$ cat config.mk
export PLATFORM = sky130hd
export DESIGN_NAME = product_accumulator
export DESIGN_NICKNAME = d
export VERILOG_FILES = /design/src/rtl/product_accumulator_pkg.sv /design/src/rtl/product_accumulator_sat_adder.sv /design/src/rtl/product_accumulator.sv
export SDC_FILE = /design/constraint.sdc
export NUM_CORES = 1
export LEC_CHECK = 0
export ABC_AREA = 1
export CAP_MARGIN = 20
export CORE_ASPECT_RATIO = 1.4
export CORE_UTILIZATION = 35
export DETAILED_ROUTE_END_ITERATION = 7
export HOLD_SLACK_MARGIN = 0.12
export SETUP_SLACK_MARGIN = 0.3
export SLEW_MARGIN = 20
export SYNTH_ARGS = -nofsm -noshare
export SYNTH_HDL_FRONTEND = slang
export SYNTH_HIERARCHICAL = 1
export SYNTH_SLANG_ARGS = --single-unit
$ cat constraint.sdc
create_clock -name clk -period 3.05 [get_ports clk]
set_clock_uncertainty 0.1 [all_clocks]
set_input_delay 0.4575 -clock clk [delete_from_list [all_inputs] [get_ports clk]]
set_output_delay 0.4575 -clock clk [all_outputs]
set_load 0.05 [all_outputs]
$ cat src/rtl/product_accumulator_pkg.sv
// Shared types and helpers for the product accumulator: state encoding,
// product width and signed range limits for an arbitrary accumulator width.
package product_acc_pkg;

   localparam int PROD_W = 10;

   typedef enum logic [1:0] {
      IDLE  = 2'd0,
      ACCUM = 2'd1,
      HOLD  = 2'd2
   } acc_state_e;

   // Largest positive value of a w-bit two's complement number, right-aligned.
   function automatic logic [31:0] signed_max(input int unsigned w);
      return 32'((64'd1 << (w - 1)) - 64'd1);
   endfunction

   // Most negative value of a w-bit two's complement number, right-aligned.
   function automatic logic [31:0] signed_min(input int unsigned w);
      return 32'(64'd1 << (w - 1));
   endfunction

endpackage

$ cat src/rtl/product_accumulator_sat_adder.sv
// Combinational saturating add of a signed product onto a signed accumulator;
// the sum is formed one bit wider so overflow shows up as a sign disagreement.
module sat_adder
   import product_acc_pkg::*;
#(
   parameter int W = 16
) (
   input  logic [W-1:0]      acc,
   input  logic [PROD_W-1:0] prod,
   output logic [W-1:0]      sum,
   output logic              ovf
);

   logic [W:0] acc_ext;
   logic [W:0] prod_ext;
   logic [W:0] raw;

   assign acc_ext  = {acc[W-1], acc};
   assign prod_ext = {{(W + 1 - PROD_W){prod[PROD_W-1]}}, prod};
   assign raw      = acc_ext + prod_ext;

   always_comb begin
      ovf = raw[W] ^ raw[W-1];
      if (!ovf) begin
         sum = raw[W-1:0];
      end else if (raw[W]) begin
         sum = W'(signed_min(W));
      end else begin
         sum = W'(signed_max(W));
      end
   end

endmodule

$ cat src/rtl/product_accumulator.sv
// Sums COUNT consecutive signed products into a saturating accumulator and
// presents each frame total with a sticky saturation flag over valid/ready.
module product_accumulator
   import product_acc_pkg::*;
#(
   parameter int ACC_W = 16,
   parameter int COUNT = 4
) (
   input  logic              clk,
   input  logic              rst_n,
   input  logic              clear,
   input  logic              in_valid,
   output logic              in_ready,
   input  logic [PROD_W-1:0] in_prod,
   output logic              out_valid,
   input  logic              out_ready,
   output logic [ACC_W-1:0]  out_sum,
   output logic              out_sat
);

   localparam int CNT_W = $clog2(COUNT + 1);

   acc_state_e       state_q, state_d;
   logic [CNT_W-1:0] count_q, count_d;
   logic [ACC_W-1:0] acc_q, acc_d;
   logic             sat_q, sat_d;
   logic             in_ready_q, in_ready_d;
   logic             out_valid_q, out_valid_d;
   logic [ACC_W-1:0] sum_q, sum_d;
   logic             out_sat_q, out_sat_d;

   logic [ACC_W-1:0] add_sum;
   logic             add_ovf;
   logic [CNT_W-1:0] count_inc;
   logic             accept;
   logic             deliver;

   sat_adder #(.W(ACC_W)) u_sat_adder (
      .acc  (acc_q),
      .prod (in_prod),
      .sum  (add_sum),
      .ovf  (add_ovf)
   );

   assign accept    = in_valid & in_ready_q;
   assign deliver   = out_valid_q & out_ready;
   assign count_inc = count_q + CNT_W'(1);

   always_comb begin
      state_d     = state_q;
      count_d     = count_q;
      acc_d       = acc_q;
      sat_d       = sat_q;
      in_ready_d  = in_ready_q;
      out_valid_d = out_valid_q;
      sum_d       = sum_q;
      out_sat_d   = out_sat_q;

      if (clear) begin
         state_d     = IDLE;
         count_d     = '0;
         acc_d       = '0;
         sat_d       = 1'b0;
         in_ready_d  = 1'b1;
         out_valid_d = 1'b0;
      end else begin
         case (state_q)
            IDLE, ACCUM: begin
               if (accept) begin
                  if (count_inc == CNT_W'(COUNT)) begin
                     // Frame complete: latch the result and rearm the accumulator.
                     state_d     = HOLD;
                     count_d     = '0;
                     acc_d       = '0;
                     sat_d       = 1'b0;
                     sum_d       = add_sum;
                     out_sat_d   = sat_q | add_ovf;
                     in_ready_d  = 1'b0;
                     out_valid_d = 1'b1;
                  end else begin
                     state_d = ACCUM;
                     count_d = count_inc;
                     acc_d   = add_sum;
                     sat_d   = sat_q | add_ovf;
                  end
               end
            end
            HOLD: begin
               if (deliver) begin
                  state_d     = IDLE;
                  in_ready_d  = 1'b1;
                  out_valid_d = 1'b0;
               end
            end
            default: begin
               state_d     = IDLE;
               count_d     = '0;
               acc_d       = '0;
               sat_d       = 1'b0;
               in_ready_d  = 1'b1;
               out_valid_d = 1'b0;
            end
         endcase
      end
   end

   always_ff @(posedge clk or negedge rst_n) begin
      if (!rst_n) begin
         state_q     <= IDLE;
         count_q     <= '0;
         acc_q       <= '0;
         sat_q       <= 1'b0;
         in_ready_q  <= 1'b1;
         out_valid_q <= 1'b0;
         sum_q       <= '0;
         out_sat_q   <= 1'b0;
      end else begin
         state_q     <= state_d;
         count_q     <= count_d;
         acc_q       <= acc_d;
         sat_q       <= sat_d;
         in_ready_q  <= in_ready_d;
         out_valid_q <= out_valid_d;
         sum_q       <= sum_d;
         out_sat_q   <= out_sat_d;
      end
   end

   assign in_ready  = in_ready_q;
   assign out_valid = out_valid_q;
   assign out_sum   = sum_q;
   assign out_sat   = out_sat_q;

endmodule

Yosys cells after proc, flatten, opt, wreduce, memory -nomap -nowiden:

Index checks and enable logic that the tools add are counted.

* logic and storage cells: 57
* bits of input ports: 15
* flip-flop bits (word level): 41
* output and inout port bits: 19

* reduce and logical (&&, ||, !) cells: 6
* add/sub/neg operators: 2
* mux-type cells: 29
* bitwise logic cells: 5
* equality and inequality tests: 7

Operators by type and width (count)
* 2-to-1 mux 16 bit: 5
* one-hot mux 16 bit (2 select lines): 1
* adder 16 x 10 -> 17 bit: 1
* 2-to-1 mux 1 bit: 11
* 2-to-1 mux 3 bit: 3
* != test 3 bit (second input constant): 3
* 2-to-1 mux 2 bit: 4
* one-hot mux 1 bit (2 select lines): 3
* one-hot mux 3 bit (2 select lines): 1
* one-hot mux 2 bit (2 select lines): 1
* AND reduction 2 bit: 2
* AND reduction 4 bit: 1
* adder 3 x 1 -> 3 bit (second input constant): 1
* == test 3 bit (second input constant): 1
* AND reduction 3 bit: 1
* AND 1 bit: 2
* == test 2 x 1 -> 1 bit (second input constant): 1
* == test 2 bit (second input constant): 1
* zero test 2 bit: 1
* != test 2 bit (second input constant): 1
* OR reduction 2 bit: 1
* NOT 1 bit: 1
* bitwise OR 1 bit: 1
* bitwise XOR 1 bit: 1

Logic depth before layout (Yosys ltp):

* depth after elaboration: 7
* gate-level depth with buffers: 17
* depth with buffers taken out: 16

Cells and area by module:

The synthesis kept the hierarchy.

Modules (own cells, without submodules)
* product_accumulator: seq. area each 1027.2 um2, area an instance 1785.5 um2, cells an instance 198, times used 1
* sat_adder: seq. area each 0.0 um2, area an instance 1153.6 um2, cells an instance 194, times used 1

Least setup slack after synthesis:

Ideal clock, no wire load.

* path kind: input port to flip-flop
* from: input in_prod[0]
* to: register out_sat_q, in the netlist out_sat
* buffers on the path: 1
* library setup time: 119 ps
* arrival: 2142 ps
* stages: 16
* slack: 689 ps
* data required time: 2831 ps
* cells stage by stage: ha_1 -> fa_1 -> nand2_1 -> nand2_1 -> nand3_1 -> nand2_2 -> nand2_2 -> nand2_1 -> nand2_2 -> nand2_4 -> nand2_4 -> buf_12 -> nand2_2 -> nor2_1 -> nand3b_1 -> nand2_1

* cells in the longest elaborated chain, start to end: 3

Ends and longest elaborated chain
* from (decl): RTL line product_accumulator.sv:14 `input logic [PROD_W-1:0] in_prod,`
* adder 16 x 10 -> 17 bit: RTL line product_accumulator_sat_adder.sv:20 `assign raw = acc_ext + prod_ext;`
* bitwise XOR 1 bit: RTL line product_accumulator_sat_adder.sv:23 `ovf = raw[W] ^ raw[W-1];`
* via add_ovf: RTL line product_accumulator.sv:33 `logic add_ovf;`
* bitwise OR 1 bit: RTL line product_accumulator.sv:77 `out_sat_d = sat_q | add_ovf;`
* to (signal assigned): RTL line product_accumulator.sv:125 `out_sat_q <= out_sat_d;`
* to (decl): RTL line product_accumulator.sv:30 `logic out_sat_q, out_sat_d;`

The timed path passes the listed nets, and every way through them passes these cells.
A chain may end at the register's enable or synchronous reset.

Final worst setup path:

* from: input in_prod[0]
* to: register acc_q[12]

* cells in the longest elaborated chain, start to end: 7
* elaborated cells between the ends (all ways): 8
* classes of those cells: add/sub (1); mux (6); bitwise (1)

Ends and longest elaborated chain
* adder 16 x 10 -> 17 bit *: RTL line product_accumulator_sat_adder.sv:20
* 2-to-1 mux 16 bit or bitwise XOR 1 bit (tied branches): RTL line product_accumulator_sat_adder.sv:26, product_accumulator_sat_adder.sv:23
* 2-to-1 mux 16 bit *: RTL line product_accumulator_sat_adder.sv:24 `if (!ovf) begin`
* via add_sum[12]: RTL line product_accumulator.sv:32 `logic [ACC_W-1:0] add_sum;`
* 2-to-1 mux 16 bit *: RTL line product_accumulator.sv:70 `if (count_inc == CNT_W'(COUNT)) begin`
* 2-to-1 mux 16 bit *: RTL line product_accumulator.sv:69 `if (accept) begin`
* one-hot mux 16 bit (2 select lines) *: RTL line product_accumulator.sv:67 `case (state_q)`
* 2-to-1 mux 16 bit *: RTL line product_accumulator.sv:59 `if (clear) begin`
* to (signal assigned): RTL line product_accumulator.sv:111 `acc_q <= '0;`
* to (signal assigned): RTL line product_accumulator.sv:120 `acc_q <= acc_d;`
* to (decl): RTL line product_accumulator.sv:25 `logic [ACC_W-1:0] acc_q, acc_d;`

The timed path passes the listed nets; every way through them passes the cells marked *. The select of a mux whose other input is x is not followed.

==> reports/qor.yml <==
run_status:
  outcome: "completed"
logic_synthesis:
  syn-num-nets: 426
  syn-instance-count: 392
  ys_ff_latch: 41
  synth_compound_area_share_pct: 6.47
  synthXorXnorAreaFrac_pct: 2.98
  synthAdderAreaFrac_pct: 8.34
  synthTopCellsByArea: "dfrtp_1, nand2_1, ha_1, nand3_1, nand2_2"
  synth_edf_count: 0
  synthMuxAreaShare_pct: 0
  yosysMostFrequentCell: "nand2_1"
  synth_top_area_share_pct: 34.1
  seq_area_frac_synth_pct: 35.0
  ys_async_sr_fraction_pct: 100
  synth.cell_area_um2: 2940
  ys_top_cells_by_count: "nand2_1, nand3_1, dfrtp_1, nand2_2, inv_1"
  synth_top_cell_by_area: "dfrtp_1"
  synth_flop_cell: "dfrtp_1"
  synth_cell_types: 32
  yosys_warnings: 6
  synth_top_family_by_area: "simple AND/OR/NAND/NOR gates"
  avgSynthCellArea_um2: 7.50
  synth_simple_gate_area_share_pct: 39.9
sta:
  finalSetupViolCount: 0
  period_share_pct: 83.9
  rsz0062_at_grt: "no"
  finalCriticalPeriod_ns: 2.56
  postLayoutSetupSlackWorst_ns: 0.491
  hold_viol: 0
  fin_setup_tns_ns: 0
  hold_ws_ns: 0.206
  relSlewSlack_pct: 37.8
  worst_pin_slew_ns: 0.934
  clock.fmax_mhz: 391
  slew_viol_final: 0
placed_design:
  place_area_um2: 3330
  place_inst: 519
  post-place-ws_ns: 0.000820
  io_buffers: 33
  dp_hpwl_um: 5200
  gp_congestion: 0.838
power:
  p_comb_share_pct: 61.7
  p_clk_share_pct: 16.0
  cellPowerDensity_nw_per_um2: 964
  switching_power_mw: 1.60
  switching_share_pct: 46.5
  internal-power_mw: 1.84
  vdd_drop_max_mv: 0.420
  p_leak_nw: 1.88
  pwr-share-seq_pct: 22.2
  total_power_mw: 3.45
global_route:
  grt_usage_pct: 17.4
  grt_max_degree: 42
  grt_pass1_wl_um: 12000
  overflow: 0
  antenna_found_initial: 0
  grt_pass1_vias: 2574
min_path:
  min_path_type: "in -> async"
die:
  die_x_um: 79.4
  core_area_um2: 8150
  die_area_um2: 8770
  fp-row-count: 39
  initial_core_util_pct: 36.1
  ios: 34
  fp.dieH_um: 110
route:
  drt_first_pass_iters: 4
  drtIter0Drc: 66
  wire_per_inst_um: 13.2
  drc: 0
  vias: 2547
  wl_um: 7020
  viasPerCell: 4.81
  ant_nets: 0
final_layout:
  nets: 461
  final_layout_size_suffix_gt1_share_pct: 17.8
  syn_to_final_growth_pct: 21.7
  design_area_um2: 3580
  diodes: 0
  post-route-util_pct: 43.9
  instances_no_fill: 530
cts:
  cts_buffers: 5
  cts_sinks: 41
  holdBufCountCts: 0
  htreeDepth: 2
  worstSkewPairLatency_ns: 0.29
  clkTransAtPathRegs_ns: 0.06
  clockBufferDepth: 2
  cts_root_buf: "clkbuf_16"
  cts_tree: "built"
worst_setup_path:
  crit_fanout: 8
  arrival_ns: 2.65
  required_ns: 3.15
  end_kind: "flop"
  r2r_start: "acc_q[14]"
  crit_path_start: "in_prod[0]"
  start_kind: "primary input"
  criticalPathCategory: "in -> reg"
run:
  cap_violations: 0
layout by cell type, fill, tap and decap left out, types with 2 or more instances in the layout:
cell type          n
ha_1              17
nor2_1            15
nand2_8            2
a21oi_2            4
xor2_1             8
dfrtp_1           40
nand4_1            2
nand2_4            4
clkbuf_8           2
a21oi_1            8
o21ai_0            8
and2_1             2
inv_2              6
o21ai_1           12
nand2_1          129
o21bai_1           2
clkdlybuf4s50_1   31
nand2_2           33
nor3_1             2
clkbuf_16          6
nand3_2            3
nor3_2             2
nand3_1           43
buf_4              3
inv_1             27
nand3b_1           3
xnor2_1            2
power by group through the flow:
stage | registers [mW] | logic [mW] | clock network, mW
3_5_place_dp | 0.771 | 1.91 | 0
5_1_grt | 0.783 | 2.39 | 0.591
2_1_floorplan | 0.810 | 1.49 | 0
4_1_cts | 0.763 | 1.92 | 0.571
3_3_place_gp | 0.770 | 1.88 | 0
6_report | 0.766 | 2.13 | 0.553
routing by layer:
metal	share of wire [%]	track usage [%]
met4	1.9	7.27
met5	0	0
met2	51	29.0
met1	44	21.7
met3	3.1	2.98
final timing paths:
check	end	slack (ns)	cells after the start
max	acc_q[12]	0.49	15
min	acc_q[15]	0.21	1
max reg2reg	acc_q[1]	0.64	13
min reg2reg	out_sum[7]	0.37	2
max in group asynchronous	acc_q[6]	2.05	1
min in group clk	out_sum[7]	0.37	2
registers in the layout, summed over array words and instances, names as in the netlist:
| register | count |
|---|---|
| acc_q | 16 |
| out_sum | 16 |
| count_q | 3 |
| state_q | 2 |
| in_ready | 1 |
| out_sat | 1 |
| out_valid | 1 |
| sat_q | 1 |
critical path, cell delays in order:
cell and delay (ns):
clkdlybuf4s50_1 0.41, ha_2 0.19, fa_2 0.34, nand2_1 0.09, nand2_1 0.08, nand3_1 0.10
nand2_2 0.08, nand2_2 0.08, nand2_1 0.06, nand2_2 0.12, nand4_4 0.14, clkbuf_16 0.20
nand2_2 0.07, nand3_1 0.08, o21ai_0 0.16
repair_timing:
action | 4_1_cts | 5_1_grt
setup endpoints to repair | 2 | 29
setup buffers | 0 | 1
gates cloned | 0 | 2
pin swaps | 0 | 3
resized for setup | 1 | 17
hold endpoints to repair | 0 | 0
cell type report:
cell class                      count  area, µm²
Clock buffer                        7        153
Clock inverter                      1       5.00
Fill cell                         831       4570
Inverter                           33        124
Multi-Input combinational cell    308       1750
Sequential cell                    41       1030
Tap cell                          102        128
Timing Repair Buffer               38        392
cells by family (layout without fill, tap and decap cells):
family          count (synthesis)  count (layout)
compound gates                 34              34
buf+inv                        44              79
fa+ha+maj                      19              19
simple gates                  244             245
flops                          41              41
xor+xnor                       10              10
Power figures use the tool's default switching activity.
